<file path="src/rtl/ssp_uart_pkg.sv">
// SSP UART transmit path: shared state encoding,
// parity and line-mode constants.
package ssp_uart_pkg;

  typedef enum logic [2:0] {
    IDLE,
    DE_LEAD,
    START,
    DATA,
    PARITY,
    STOP,
    DE_TRAIL
  } tx_state_e;

  localparam logic [1:0] PAR_NONE = 2'b00;
  localparam logic [1:0] PAR_ODD  = 2'b01;
  localparam logic [1:0] PAR_EVEN = 2'b10;

  localparam logic MODE_232 = 1'b0;
  localparam logic MODE_485 = 1'b1;

  function automatic logic par_en(input logic [1:0] p);
    return (p == PAR_ODD) || (p == PAR_EVEN);
  endfunction

endpackage

</file>
<file path="src/rtl/ssp_uart_fifo.sv">
// Synchronous character FIFO for the UART TX path.
// Caller gates Push on !Full and Pop on !Empty.
module ssp_uart_fifo #(
  parameter  int DATA_W     = 8,
  parameter  int FIFO_DEPTH = 16,
  localparam int AW         = $clog2(FIFO_DEPTH),
  localparam int CW         = AW + 1
) (
  input  logic              Clk,
  input  logic              xRst,
  input  logic              Push,
  input  logic [DATA_W-1:0] PushData,
  input  logic              Pop,
  output logic [DATA_W-1:0] PopData,
  output logic              Full,
  output logic              Empty,
  output logic [CW-1:0]     Count
);

  logic [DATA_W-1:0] mem_q [FIFO_DEPTH];
  logic [AW-1:0]     wr_q;
  logic [AW-1:0]     rd_q;
  logic [CW-1:0]     cnt_q;

  always_ff @(posedge Clk) begin
    if (Push) mem_q[wr_q] <= PushData;
  end

  always_ff @(posedge Clk or negedge xRst) begin
    if (!xRst) begin
      wr_q  <= '0;
      rd_q  <= '0;
      cnt_q <= '0;
    end else begin
      if (Push) wr_q <= wr_q + AW'(1);
      if (Pop)  rd_q <= rd_q + AW'(1);
      unique case ({Push, Pop})
        2'b10:   cnt_q <= cnt_q + CW'(1);
        2'b01:   cnt_q <= cnt_q - CW'(1);
        default: cnt_q <= cnt_q;
      endcase
    end
  end

  assign PopData = mem_q[rd_q];
  assign Full    = (cnt_q == CW'(FIFO_DEPTH));
  assign Empty   = (cnt_q == '0);
  assign Count   = cnt_q;

endmodule

</file>
<file path="src/rtl/ssp_uart_tx.sv">
// SSP UART transmit engine: FIFO, framer, baud timer,
// CTS synchroniser and RS-232 / RS-485 output routing.
module ssp_uart_tx
  import ssp_uart_pkg::*;
#(
  parameter int DATA_W     = 8,
  parameter int FIFO_DEPTH = 16,
  parameter int BAUD_W     = 16
) (
  input  logic                        Clk,
  input  logic                        xRst,
  input  logic                        Cfg_Mode,
  input  logic [1:0]                  Cfg_Par,
  input  logic                        Cfg_Stop,
  input  logic                        Cfg_HS,
  input  logic [BAUD_W-1:0]           BaudDiv,
  input  logic                        Wr,
  input  logic [DATA_W-1:0]           WrData,
  input  logic                        xCTS,
  output logic                        Full,
  output logic                        Empty,
  output logic [$clog2(FIFO_DEPTH):0] Count,
  output logic                        Ovf,
  output logic                        TxD_232,
  output logic                        TxD_485,
  output logic                        xDE,
  output logic                        TxIdle
);

  localparam logic [3:0] LAST = 4'(DATA_W - 1);

  logic              push, pop, launch, bit_end, start_ok, line;
  logic [DATA_W-1:0] head;

  tx_state_e         state_q, state_d;
  logic [BAUD_W-1:0] cnt_q, cnt_d;
  logic [BAUD_W-1:0] baud_q, baud_d;
  logic              mode_q, mode_d;
  logic [1:0]        par_q, par_d;
  logic              stop_q, stop_d;
  logic [DATA_W-1:0] sh_q, sh_d;
  logic              pbit_q, pbit_d;
  logic [3:0]        bit_q, bit_d;
  logic              ovf_q, idle_q;
  logic              cts1_q, cts2_q;

  assign push = Wr & ~Full;

  ssp_uart_fifo #(
    .DATA_W     (DATA_W),
    .FIFO_DEPTH (FIFO_DEPTH)
  ) u_fifo (
    .Clk      (Clk),
    .xRst     (xRst),
    .Push     (push),
    .PushData (WrData),
    .Pop      (pop),
    .PopData  (head),
    .Full     (Full),
    .Empty    (Empty),
    .Count    (Count)
  );

  // RS-485 never waits on CTS; RS-232 waits only with handshake on
  assign start_ok = ~Empty &
    (~Cfg_HS | (Cfg_Mode == MODE_485) | ~cts2_q);
  assign bit_end  = (cnt_q == '0);

  always_comb begin
    state_d = state_q;
    cnt_d   = bit_end ? cnt_q : cnt_q - BAUD_W'(1);
    baud_d  = baud_q;
    mode_d  = mode_q;
    par_d   = par_q;
    stop_d  = stop_q;
    sh_d    = sh_q;
    pbit_d  = pbit_q;
    bit_d   = bit_q;
    launch  = 1'b0;
    pop     = 1'b0;
    unique case (state_q)
      IDLE: launch = start_ok;
      DE_LEAD: if (bit_end) begin
        state_d = START;
        cnt_d   = baud_q;
      end
      START: if (bit_end) begin
        state_d = DATA;
        cnt_d   = baud_q;
        bit_d   = '0;
      end
      DATA: if (bit_end) begin
        sh_d  = sh_q >> 1;
        cnt_d = baud_q;
        if (bit_q == LAST) begin
          bit_d   = '0;
          state_d = par_en(par_q) ? PARITY : STOP;
        end else begin
          bit_d = bit_q + 4'd1;
        end
      end
      PARITY: if (bit_end) begin
        state_d = STOP;
        cnt_d   = baud_q;
      end
      STOP: if (bit_end) begin
        if (stop_q && bit_q == '0) begin
          bit_d = 4'd1;
          cnt_d = baud_q;
        end else if (start_ok) begin
          launch = 1'b1;
        end else if (mode_q == MODE_485) begin
          state_d = DE_TRAIL;
          cnt_d   = baud_q;
        end else begin
          state_d = IDLE;
        end
      end
      DE_TRAIL: if (bit_end) state_d = IDLE;
      default: state_d = IDLE;
    endcase
    // back-to-back frames skip the driver-enable lead
    if (launch) begin
      pop     = 1'b1;
      sh_d    = head;
      mode_d  = Cfg_Mode;
      par_d   = Cfg_Par;
      stop_d  = Cfg_Stop;
      baud_d  = BaudDiv;
      cnt_d   = BaudDiv;
      bit_d   = '0;
      pbit_d  = ^head ^ (Cfg_Par == PAR_ODD);
      state_d = (Cfg_Mode == MODE_485 && state_q == IDLE)
                ? DE_LEAD : START;
    end
  end

  always_ff @(posedge Clk or negedge xRst) begin
    if (!xRst) begin
      state_q <= IDLE;
      cnt_q   <= '0;
      baud_q  <= '0;
      mode_q  <= MODE_232;
      par_q   <= PAR_NONE;
      stop_q  <= 1'b0;
      sh_q    <= '0;
      pbit_q  <= 1'b0;
      bit_q   <= '0;
      ovf_q   <= 1'b0;
      idle_q  <= 1'b1;
      cts1_q  <= 1'b1;
      cts2_q  <= 1'b1;
    end else begin
      state_q <= state_d;
      cnt_q   <= cnt_d;
      baud_q  <= baud_d;
      mode_q  <= mode_d;
      par_q   <= par_d;
      stop_q  <= stop_d;
      sh_q    <= sh_d;
      pbit_q  <= pbit_d;
      bit_q   <= bit_d;
      ovf_q   <= Wr & Full;
      idle_q  <= Empty & (state_q == IDLE);
      cts1_q  <= xCTS;
      cts2_q  <= cts1_q;
    end
  end

  always_comb begin
    line = 1'b1;
    unique case (state_q)
      START:   line = 1'b0;
      DATA:    line = sh_q[0];
      PARITY:  line = pbit_q;
      default: line = 1'b1;
    endcase
  end

  assign TxD_232 = (mode_q == MODE_232) ? line : 1'b1;
  assign TxD_485 = (mode_q == MODE_485) ? line : 1'b1;
  assign xDE     = ~(mode_q == MODE_485 && state_q != IDLE);
  assign Ovf     = ovf_q;
  assign TxIdle  = idle_q;

endmodule

</file>
<file path="config.mk">
export PLATFORM = sky130hd
export DESIGN_NAME = ssp_uart_tx
export DESIGN_NICKNAME = d
export VERILOG_FILES = /design/src/rtl/ssp_uart_pkg.sv /design/src/rtl/ssp_uart_fifo.sv /design/src/rtl/ssp_uart_tx.sv
export SDC_FILE = /design/constraint.sdc
export NUM_CORES = 1
export LEC_CHECK = 0
export CAP_MARGIN = 20
export CELL_PAD_IN_SITES_DETAIL_PLACEMENT = 1
export CELL_PAD_IN_SITES_GLOBAL_PLACEMENT = 1
export CORE_ASPECT_RATIO = 1.25
export CORE_UTILIZATION = 54
export DETAILED_ROUTE_END_ITERATION = 12
export GPL_ROUTABILITY_DRIVEN = 1
export PLACE_DENSITY = 0.91
export SLEW_MARGIN = 15
export SYNTH_ARGS = -nofsm -noshare
export SYNTH_HDL_FRONTEND = slang
export SYNTH_HIERARCHICAL = 1
export SYNTH_SLANG_ARGS = --single-unit
</file>
<file path="constraint.sdc">
create_clock -name Clk -period 5.7 [get_ports Clk]
set_clock_uncertainty 0.05 [all_clocks]
set_input_delay 1.14 -clock Clk [delete_from_list [all_inputs] [get_ports Clk]]
set_output_delay 1.14 -clock Clk [all_outputs]
set_load 0.03 [all_outputs]
</file>
-- After elaboration in Yosys (flattened, before gate mapping)
Memories as Yosys holds them, arrays and structs flattened.
Index checks and enable logic that the tools add are counted.
- flip-flop bits (word level): 69
- memory bits (writable): 128
- bits of input ports: 33
- output and inout bits: 12
- logic and storage cells: 120
- memories kept: 1
- memories (memory ; depth ; width ; rd ports ; clocked after memory_dff ; wr ports ; line ; RTL):
    u_fifo.mem_q ; 16 ; 8 ; 1 ; 0 ; 1 ; ssp_uart_fifo.sv:20 ; logic [DATA_W-1:0] mem_q [FIFO_DEPTH];
- add/subtract/negate cells: 6
- eq/ne operators: 24
- muxes and demuxes: 43
- bitwise logic cells: 12
- reduce and logical (&&, ||, !) cells: 18
- operators by type and width (kind ; count):
    16-bit two-way mux ; 7
    3-bit two-way mux ; 11
    16-bit case mux with 2 select lines ; 1
    3-bit != test, second input constant ; 10
    4-bit two-way mux ; 6
    8-bit two-way mux ; 3
    3-bit case mux with 7 select lines ; 1
    16-bit logical NOT ; 1
    16-bit by 1-bit subtractor with 16-bit output, second input constant ; 1
    4-bit by 1-bit adder with 4-bit output, second input constant ; 3
    4-bit case mux with 3 select lines ; 1
    5-bit case mux with 2 select lines ; 1
    10-bit AND reduction ; 1
    3-bit == test, second input constant ; 3
    1-bit two-way mux ; 9
    8-bit XOR reduction ; 1
    2-bit by 1-bit == test with 1-bit output, second input constant ; 3
    3-bit by 2-bit == test with 1-bit output, second input constant ; 2
    2-bit nonzero test ; 3
    5-bit by 1-bit adder with 5-bit output, second input constant ; 1
    5-bit == test, second input constant ; 1
    5-bit logical NOT ; 1
    1-bit NOT ; 5
    5-bit AND reduction ; 1
    19 further kinds ; 26

-- Logic depth before layout (Yosys ltp)
- depth after elaboration: 11
- mapped depth: 17
- gate-level depth less buffers: 14

-- Modules after synthesis
The synthesis kept the hierarchy.
- modules (own cells, without submodules) (module ; times used ; cells an instance ; area each (µm²) ; sequential area each (µm²)):
    ssp_uart_fifo ; 1 ; 298 ; 5769.3 ; 4169.0
    ssp_uart_tx ; 1 ; 323 ; 3185.6 ; 1405.1

-- Worst setup path before layout
No wires, ideal clock.
- path kind: reg2reg
- start: register u_fifo.cnt_q[2] (netlist: u_fifo/Count[2])
- end: register u_fifo.cnt_q[4] (netlist: u_fifo/Count[4])
- library setup time: 134 ps
- arrival: 4484 ps
- data required time: 5516 ps
- path slack: 1032 ps
- stages on the path, launching flop included: 16
- buffers on the path: 3
- period minus slack after synthesis: 4668 ps
- cells stage by stage: dfrtp_1 -> or2_2 -> nor4_1 -> a21oi_1 -> nand2b_1 -> buf_4 -> clkinv_2 -> buf_8 -> ha_1 -> buf_2 -> xor2_1 -> ha_1 -> or4b_1 -> o32ai_1 -> a211oi_1 -> xnor2_1
- cells in the longest elaborated chain, start to end: 10
- elaborated cells on any way between the ends: 17
- classes of those cells: add/sub: 2; eq/ne: 3; mux: 6; bitwise: 4; reduce/logical: 2
- ends and longest elaborated chain (item ; line ; RTL):
    start: declaration ; ssp_uart_fifo.sv:23 ; logic [CW-1:0] cnt_q;
    start signal: assignment ; ssp_uart_fifo.sv:38 ; 2'b10: cnt_q <= cnt_q + CW'(1);
    start signal: assignment ; ssp_uart_fifo.sv:39 ; 2'b01: cnt_q <= cnt_q - CW'(1);
    start signal: assignment ; ssp_uart_fifo.sv:40 ; default: cnt_q <= cnt_q;
    5-bit logical NOT (*) ; ssp_uart_fifo.sv:47 ; assign Empty = (cnt_q == '0);
    named net Empty ; ssp_uart_tx.sv:21 ; output logic Empty,
    1-bit NOT (*) ; ssp_uart_tx.sv:65 ; assign start_ok = ~Empty &
    1-bit AND (*) ; ssp_uart_tx.sv:65 ;
    1-bit two-way mux ; ssp_uart_tx.sv:110 ; end else if (start_ok) begin
    1-bit two-way mux ; ssp_uart_tx.sv:107 ; if (stop_q && bit_q == '0) begin
    1-bit two-way mux ; ssp_uart_tx.sv:106 ; STOP: if (bit_end) begin
    1-bit case mux with 2 select lines (*) ; ssp_uart_tx.sv:81 ; unique case (state_q)
    named net launch ; ssp_uart_tx.sv:32 ; logic push, pop, launch, bit_end, start_ok, line;
    1-bit two-way mux (*) ; ssp_uart_tx.sv:123 ; if (launch) begin
    2-bit by 1-bit == test with 1-bit output / 2-bit == test (equally long branches) ; ssp_uart_fifo.sv:37 ; unique case ({Push, Pop})
    5-bit case mux with 2 select lines / 2-bit nonzero test (equally long branches) ; -- ;
Mark *: on every way through the listed nets, which the timed path passes. The rest lies on a longest branch.
A chain may end at the register's enable or synchronous reset.

-- Worst setup path after layout
- start: register cnt_q[0]
- end: register u_fifo.cnt_q[4] (netlist: u_fifo/Count[4])
- cells in the longest elaborated chain, start to end: 6
- elaborated cells on any way between the ends: 8
- classes of those cells: eq/ne: 2; mux: 4; reduce/logical: 2
- ends and longest elaborated chain (item ; line ; RTL):
    start: declaration ; ssp_uart_tx.sv:36 ; logic [BAUD_W-1:0] cnt_q, cnt_d;
    start signal: assignment ; ssp_uart_tx.sv:155 ; cnt_q <= cnt_d;
    16-bit logical NOT (*) ; ssp_uart_tx.sv:67 ; assign bit_end = (cnt_q == '0);
    1-bit two-way mux (*) ; ssp_uart_tx.sv:106 ;
    1-bit case mux with 2 select lines (*) ; ssp_uart_tx.sv:81 ;
    1-bit two-way mux (*) ; ssp_uart_tx.sv:123 ;
    2-bit by 1-bit == test with 1-bit output / 2-bit == test (equally long branches) ; ssp_uart_fifo.sv:37 ;
    5-bit case mux with 2 select lines / 2-bit nonzero test (equally long branches) ; -- ;
Every way passes the cells marked *; elsewhere a longest branch is shown, timed or not.

==> results.py <==
metrics = {
    "critical_path": {
        "r2r_setup_slack_ns": 1.23,
        "arrival_ns": 4.75,
        "critPathKind": "reg2reg",
        "critical_path.reg2reg.startpoint": "cnt_q[0]$_DFF_PN0_",
        "setup.worst_path.end": "u_fifo/Count[4]$_DFFE_PN0P_",
        "timing.critical_path.from": "cnt_q[0]$_DFF_PN0_",
        "critPathMaxFanout": 26,
        "r2r-end": "u_fifo/Count[4]$_DFFE_PN0P_",
        "crit_path_start_kind": "flip-flop",
        "cp-end-kind": "flip-flop",
        "r2r.worst_path.cells": 15,
        "critical_path_required_ns": 5.98,
    },
    "clock_network": {
        "cts_buffer_depth": 2,
        "postCtsSetupRepairBufs": 0,
        "clock_latency_ns": 0.44,
        "cts.sink_count": 197,
        "htreeDepth": 4,
        "cts_tree": "yes",
        "clkSlewWorstSetupHoldPaths_ns": 0.08,
        "cts_resized": 0,
        "clk_root_buffer_cell": "sky130_fd_sc_hd__clkbuf_16",
        "postCtsHoldBufs": 0,
        "number_of_buffers_created_by_cts": 17,
    },
    "synthesis": {
        "synth_async_sr_flop_share": 0.3503,
        "netlist_instances": 621,
        "yosys.area.top_type_share": 0.4292,
        "ys_seq_area_frac": 0.6225,
        "synth_ff_type": "sky130_fd_sc_hd__edfxtp_1",
        "synthesis.nets": 666,
        "post-synth-top-count-cell": "sky130_fd_sc_hd__edfxtp_1",
        "synth.largest_area_cell": "sky130_fd_sc_hd__edfxtp_1",
        "synth_area_sq_um": 8955,
        "synthTopCellsByCount": "128 x sky130_fd_sc_hd__edfxtp_1, 66 x sky130_fd_sc_hd__dfrtp_1, 38 x sky130_fd_sc_hd__nand2_1",
        "post_synth_main_area_contributors": "sky130_fd_sc_hd__edfxtp_1 43%, sky130_fd_sc_hd__dfrtp_1 18%, sky130_fd_sc_hd__mux4_2 5.3%, sky130_fd_sc_hd__mux4_1 3.2%, sky130_fd_sc_hd__mux2_1 2.1%",
        "postSynthAreaPerCell_sq_um": 14.42,
        "synthDistinctLibCells": 68,
        "yosysWarnings": 6,
        "synth_enable_flop_cells": 128,
        "postSynthRegisterBits": 197,
    },
    "sta": {
        "fin_crit_sh": 0.7837,
        "final.setup.tns_ns": 0,
        "setup_violations": 0,
        "fmax_ghz": 0.2239,
        "drv_slew": 0,
        "grt_setup_unrepaired": "no",
        "hold_viol": 0,
        "worst_slew_margin_rel": 0.2832,
        "worst_slack_ns": 1.233,
        "final_period_minus_worst_setup_slack_ns": 4.467,
        "worst_pin_slew_ns": 1.072,
    },
    "grt": {
        "overflow": 0,
        "grt.total_usage": 0.2761,
        "use_met3": 0.04540,
        "grt_antenna_before_repair": 0,
        "grt_most_used_layer": "met2",
        "global_route.usage.met2": 0.4888,
        "first_pass_grt_wire_length_mm": 34.24,
        "groute.layer.met1.usage": 0.3236,
        "grt_pass1_vias": 6108,
        "pin_count_of_the_biggest_net_entering_global_routing": 70,
    },
    "finish": {
        "final_design_area_no_fill_sq_um": 10140,
        "layout-area-overhead-vs-synth_pct": 13.25,
        "antenna-diode-count": 0,
        "final_net_count": 705,
        "post_route_cells_drive_above_1_share": 0.1293,
    },
    "detailed_routing": {
        "wirelength_mm": 21.70,
        "num_vias": 5582,
        "route.detailed.drc": 0,
        "dr.first_iter.drc_count": 370,
        "detailedRoute.firstPassIterationCount": 5,
        "ant_nets": 0,
        "wire_per_inst_microns": 24.41,
        "viasPerCell": 6.279,
    },
    "floorplan": {
        "num_io_pins": 45,
        "initial_core_util": 0.5527,
        "dieHeight_microns": 146.0,
        "dieArea_sq_um": 17110,
        "placeableCoreArea_sq_um": 16200,
        "die-width_microns": 117.2,
        "rows": 52,
    },
    "worst_hold_path": {
        "hp-class": "reg2reg",
    },
    "outcome": {
        "run_status": "finished, final reports clean",
    },
    "placement": {
        "post_dp_hpwl_mm": 14.13,
        "gp_congestion": 0.8597,
        "port_buffers": 44,
        "dpl_cell_area_sq_um": 9498,
        "dp_slack_ns": 1.040,
    },
    "run": {
        "timing.max_cap.violations": 0,
    },
    "power_and_ir_drop": {
        "power-per-cell-area_nw_per_um2": 364.1,
        "peakVddDrop_mv": 0.2558,
        "power.static_leakage_nw": 3.600,
    },
}
sequential cells by signal, indices dropped and copies added (netlist names):
signal and count:
sh_q 8, cts2_q 1, pbit_q 1, u_fifo/rd_q 4
state_q 3, Ovf 1, cnt_q 16, TxIdle 1
baud_q 16, bit_q 4, u_fifo/wr_q 4, u_fifo/Count 5
par_q 2, stop_q 1, u_fifo/mem_q 128, mode_q 1
cts1_q 1
layer usage:
layer / part of all wire / up-vias
met2: 0.55 / 164
met3: 0.038 / 48
met1: 0.38 / 2902
met5: 0 / -
li1: - / 2468
met4: 0.030 / 0
layout make-up:
type | instances | area [sq um]
timing repair buffer | 54 | 523.0
tap | 216 | 270.3
clock buffer | 17 | 425.4
sequential | 197 | 5575
clock inverter | 15 | 196.4
fill | 1482 | 6060
inverter | 15 | 57.56
multi-input combinational | 375 | 3093
kinds of logic after synthesis:
family	share of synthesized area
compound gates	0.07587
xor+xnor	0.02739
fa+ha+maj	0.01677
buf+inv	0.03228
flops	0.6225
mux	0.1239
simple gates	0.1013
metrics by stage:
stage	hold WS, ns	utilization	total power [mW]	cells
after global routing	0.3172	0.6260	3.814	889
after detailed placement	0.3016	0.5863	2.458	856
after global placement	0.2973	0.5863	2.395	856
after floorplan	0.2952	-	2.209	621
final	0.3104	0.6260	3.692	889
after CTS	0.3128	0.6247	3.706	888
power by group:
group	internal, mW	switching [mW]	leakage, nW
logic	0.245	0.358	1.32
registers	1.70	0.144	1.98
clock network	0.615	0.629	0.304
total	2.56	1.13	3.60
worst max-delay path, stage by stage (launching register included):
cell and delay (ns):
sky130_fd_sc_hd__dfrtp_1 0.45, sky130_fd_sc_hd__inv_1 0.10, sky130_fd_sc_hd__ha_1 0.19, sky130_fd_sc_hd__or3b_2 0.53, sky130_fd_sc_hd__nor4_4 0.28, sky130_fd_sc_hd__buf_4 0.24, sky130_fd_sc_hd__a21oi_2 0.08, sky130_fd_sc_hd__nand2b_1 0.22
sky130_fd_sc_hd__clkinv_2 0.39, sky130_fd_sc_hd__ha_1 0.49, sky130_fd_sc_hd__xor2_1 0.13, sky130_fd_sc_hd__ha_1 0.25, sky130_fd_sc_hd__or4b_1 0.52, sky130_fd_sc_hd__o32ai_1 0.17, sky130_fd_sc_hd__a211oi_1 0.11, sky130_fd_sc_hd__xnor2_1 0.14
cells in the final DEF, fill, tap and decap left out, types with 6 or more instances in the layout:
master,netlist,layout
sky130_fd_sc_hd__nand3_1,10,10
sky130_fd_sc_hd__nor2b_1,7,7
sky130_fd_sc_hd__buf_4,3,9
sky130_fd_sc_hd__nand2b_1,9,9
sky130_fd_sc_hd__mux4_1,11,11
sky130_fd_sc_hd__clkbuf_16,0,17
sky130_fd_sc_hd__dfrtp_1,66,65
sky130_fd_sc_hd__clkdlybuf4s50_1,0,43
sky130_fd_sc_hd__xor2_1,8,8
sky130_fd_sc_hd__mux4_2,21,21
sky130_fd_sc_hd__mux2_1,17,17
sky130_fd_sc_hd__a21oi_1,21,21
sky130_fd_sc_hd__nor2_1,29,29
sky130_fd_sc_hd__and2_1,9,9
sky130_fd_sc_hd__ha_1,12,12
sky130_fd_sc_hd__edfxtp_1,128,128
sky130_fd_sc_hd__a31oi_1,12,12
sky130_fd_sc_hd__nor3_1,32,32
sky130_fd_sc_hd__o21ai_0,16,16
sky130_fd_sc_hd__xnor2_1,20,20
sky130_fd_sc_hd__nor4_1,6,6
sky130_fd_sc_hd__inv_12,0,6
sky130_fd_sc_hd__mux2i_1,10,10
sky130_fd_sc_hd__nand2_1,38,38
sky130_fd_sc_hd__a22oi_1,21,21
sky130_fd_sc_hd__inv_1,14,14
how the worst min path moves through the flow:
| stage | endpoint | slack (ns) | from | cells after the start |
|---|---|---|---|---|
| after floorplan | cts2_q$_DFF_PN1_ | 0.30 | cts1_q$_DFF_PN1_ | 0 |
| after global placement | cts2_q$_DFF_PN1_ | 0.30 | cts1_q$_DFF_PN1_ | 0 |
| after detailed placement | cts2_q$_DFF_PN1_ | 0.30 | cts1_q$_DFF_PN1_ | 0 |
| after CTS | cts2_q$_DFF_PN1_ | 0.31 | cts1_q$_DFF_PN1_ | 0 |
| after global routing | cts2_q$_DFF_PN1_ | 0.32 | cts1_q$_DFF_PN1_ | 0 |
| final | cts2_q$_DFF_PN1_ | 0.31 | cts1_q$_DFF_PN1_ | 0 |
(Power assumes the default switching activity.)
==> patch: new RTL, same settings <==
`BAUD_W`: 16 -> 20.
--- a/src/rtl/ssp_uart_tx.sv
+++ b/src/rtl/ssp_uart_tx.sv
@@ -5,7 +5,7 @@
 #(
   parameter int DATA_W     = 8,
   parameter int FIFO_DEPTH = 16,
-  parameter int BAUD_W     = 16
+  parameter int BAUD_W     = 20
 ) (
   input  logic                        Clk,
   input  logic                        xRst,
Interface: changed (resized BaudDiv); port bits go from 45 to 49. No check against the original RTL was run, so the function may have changed too.
==> patch against the unedited design <==
Setup slack got worse by 0.27 ns. Synthesized area increased by 5.8%. Global-route usage increased by 3.2 points. First-iteration DRC count increased by 33%. Synthesized cell count increased by 19%. Non-clock buffer count increased by 1. Sequential cell count increased by 8. Cell area increased by 6.2%. Critical path depth decreased by 1. Routed wire length increased by 22%. Largest cell class unchanged.
Power is not compared: it rests on default switching activity, and its combinational part moved more than twofold at a synthesized area within 25%.
==> patch: results (changes against the unedited design) <==
| Metric | Value |
|---|---|
| CTS Buf Count | `21 (+4)` |
| Area contributors post-synth | `edfxtp_1 (41%), dfrtp_1 (20%), nand2_1 (5.1%)` |
| Slew of the pin with the lowest slew margin | `1.03 ns (-0.0455 ns)` |
| Top-area cell type share of the netlist area | `0.406 (-0.0236)` |
| Status | `finished, final reports clean` |
| Met2 WL | `14.2 mm (+20%)` |
| Register area share after synthesis | `0.609 (-0.0131)` |
| Drt first pass iters | `7 (+2)` |
| Wl on met1 | `9.55 mm (+15%)` |
| Met3 usage | `0.0386 (-0.00676)` |
| # port buffers | `48 (+9.1%)` |
| Post-synthesis mux area share | `0.0960 (-0.0279)` |
| Layout cells sized above 1 | `0.104 (-0.0257)` |
| CTS H-tree lvls | `1 (-3)` |
| Cells after synthesis | `739 (+19%)` |
| Pre-CTS WS | `0.883 ns (-0.157 ns)` |
| Worst Path Arrival | `5.07 ns (+0.32 ns)` |
| Placed insts | `973 (+14%)` |
| Syn Nets | `788 (+18%)` |
| Ys async rst share | `0.376 (+0.0254)` |
| Worst-case hold slack | `0.310 ns (+0.0000540 ns)` |
| Tot GR Track Use | `0.308 (+0.0324)` |
| Clk buf depth | `3 (+1)` |
| Slowest cell on the critical path | `or4b_1` |
| Average wire per standard cell | `26.3 µm (+7.6%)` |
| Largest regs | `u_fifo/mem_q (128), baud_q (20), cnt_q (20)` |
| R2R depth | `14 (-1)` |
| Clk slew on worst S/H paths | `0.06 ns (-0.02 ns)` |
| # nets final | `826 (+17%)` |
| Post-synth cell types | `67 (-1.5%)` |
| Met3 WL | `1.10 mm (+34%)` |
| Post-synth top cells | `edfxtp_1 (128), nand2_1 (128), dfrtp_1 (74)` |
| Drt via density | `6.53 (+4.1%)` |
| Routability congestion estimate | `0.953 (+11%)` |
| Vias in the first global route | `7,253 (+19%)` |
| Vias after detailed routing | `6,613 (+18%)` |
| Hpwl dp | `17.3 mm (+22%)` |
| Routing usage on met2 | `0.564 (+0.0755)` |
| Worst path max stage delay | `0.61 ns (+0.08 ns)` |
[patch: changes by cell type after synthesis, moves of 7 or more]
cell / before / now
dfrtp_1: 66 / 74
or3_1: 1 / 8
nand2_1: 38 / 128
o21ai_0: 16 / 44
nor3_1: 32 / 14
mux2_1: 17 / 0
[patch: layout make-up]
class | instances | area (µm²)
fill | 1656 | 6210
sequential | 205 | 5780
multi-input combinational | 476 | 3380
timing repair buffer | 55 | 551
clock buffer | 24 | 537
tap | 220 | 275
clock inverter | 14 | 175
inverter | 18 | 72.6
[patch: worst max path at each step]
stage / to / cells after the start / slack, ns / start
detailed placement: u_fifo/Count[4] / 12 / 0.88 / Cfg_Mode
global placement: u_fifo/Count[4] / 12 / 1.12 / Cfg_Mode
finish: u_fifo/Count[4] / 14 / 0.96 / cnt_q[0]
CTS: u_fifo/Count[4] / 14 / 1.08 / cnt_q[0]
floorplan: u_fifo/Count[4] / 15 / 1.09 / u_fifo/Count[2]
global route: u_fifo/Count[4] / 14 / 0.75 / cnt_q[0]
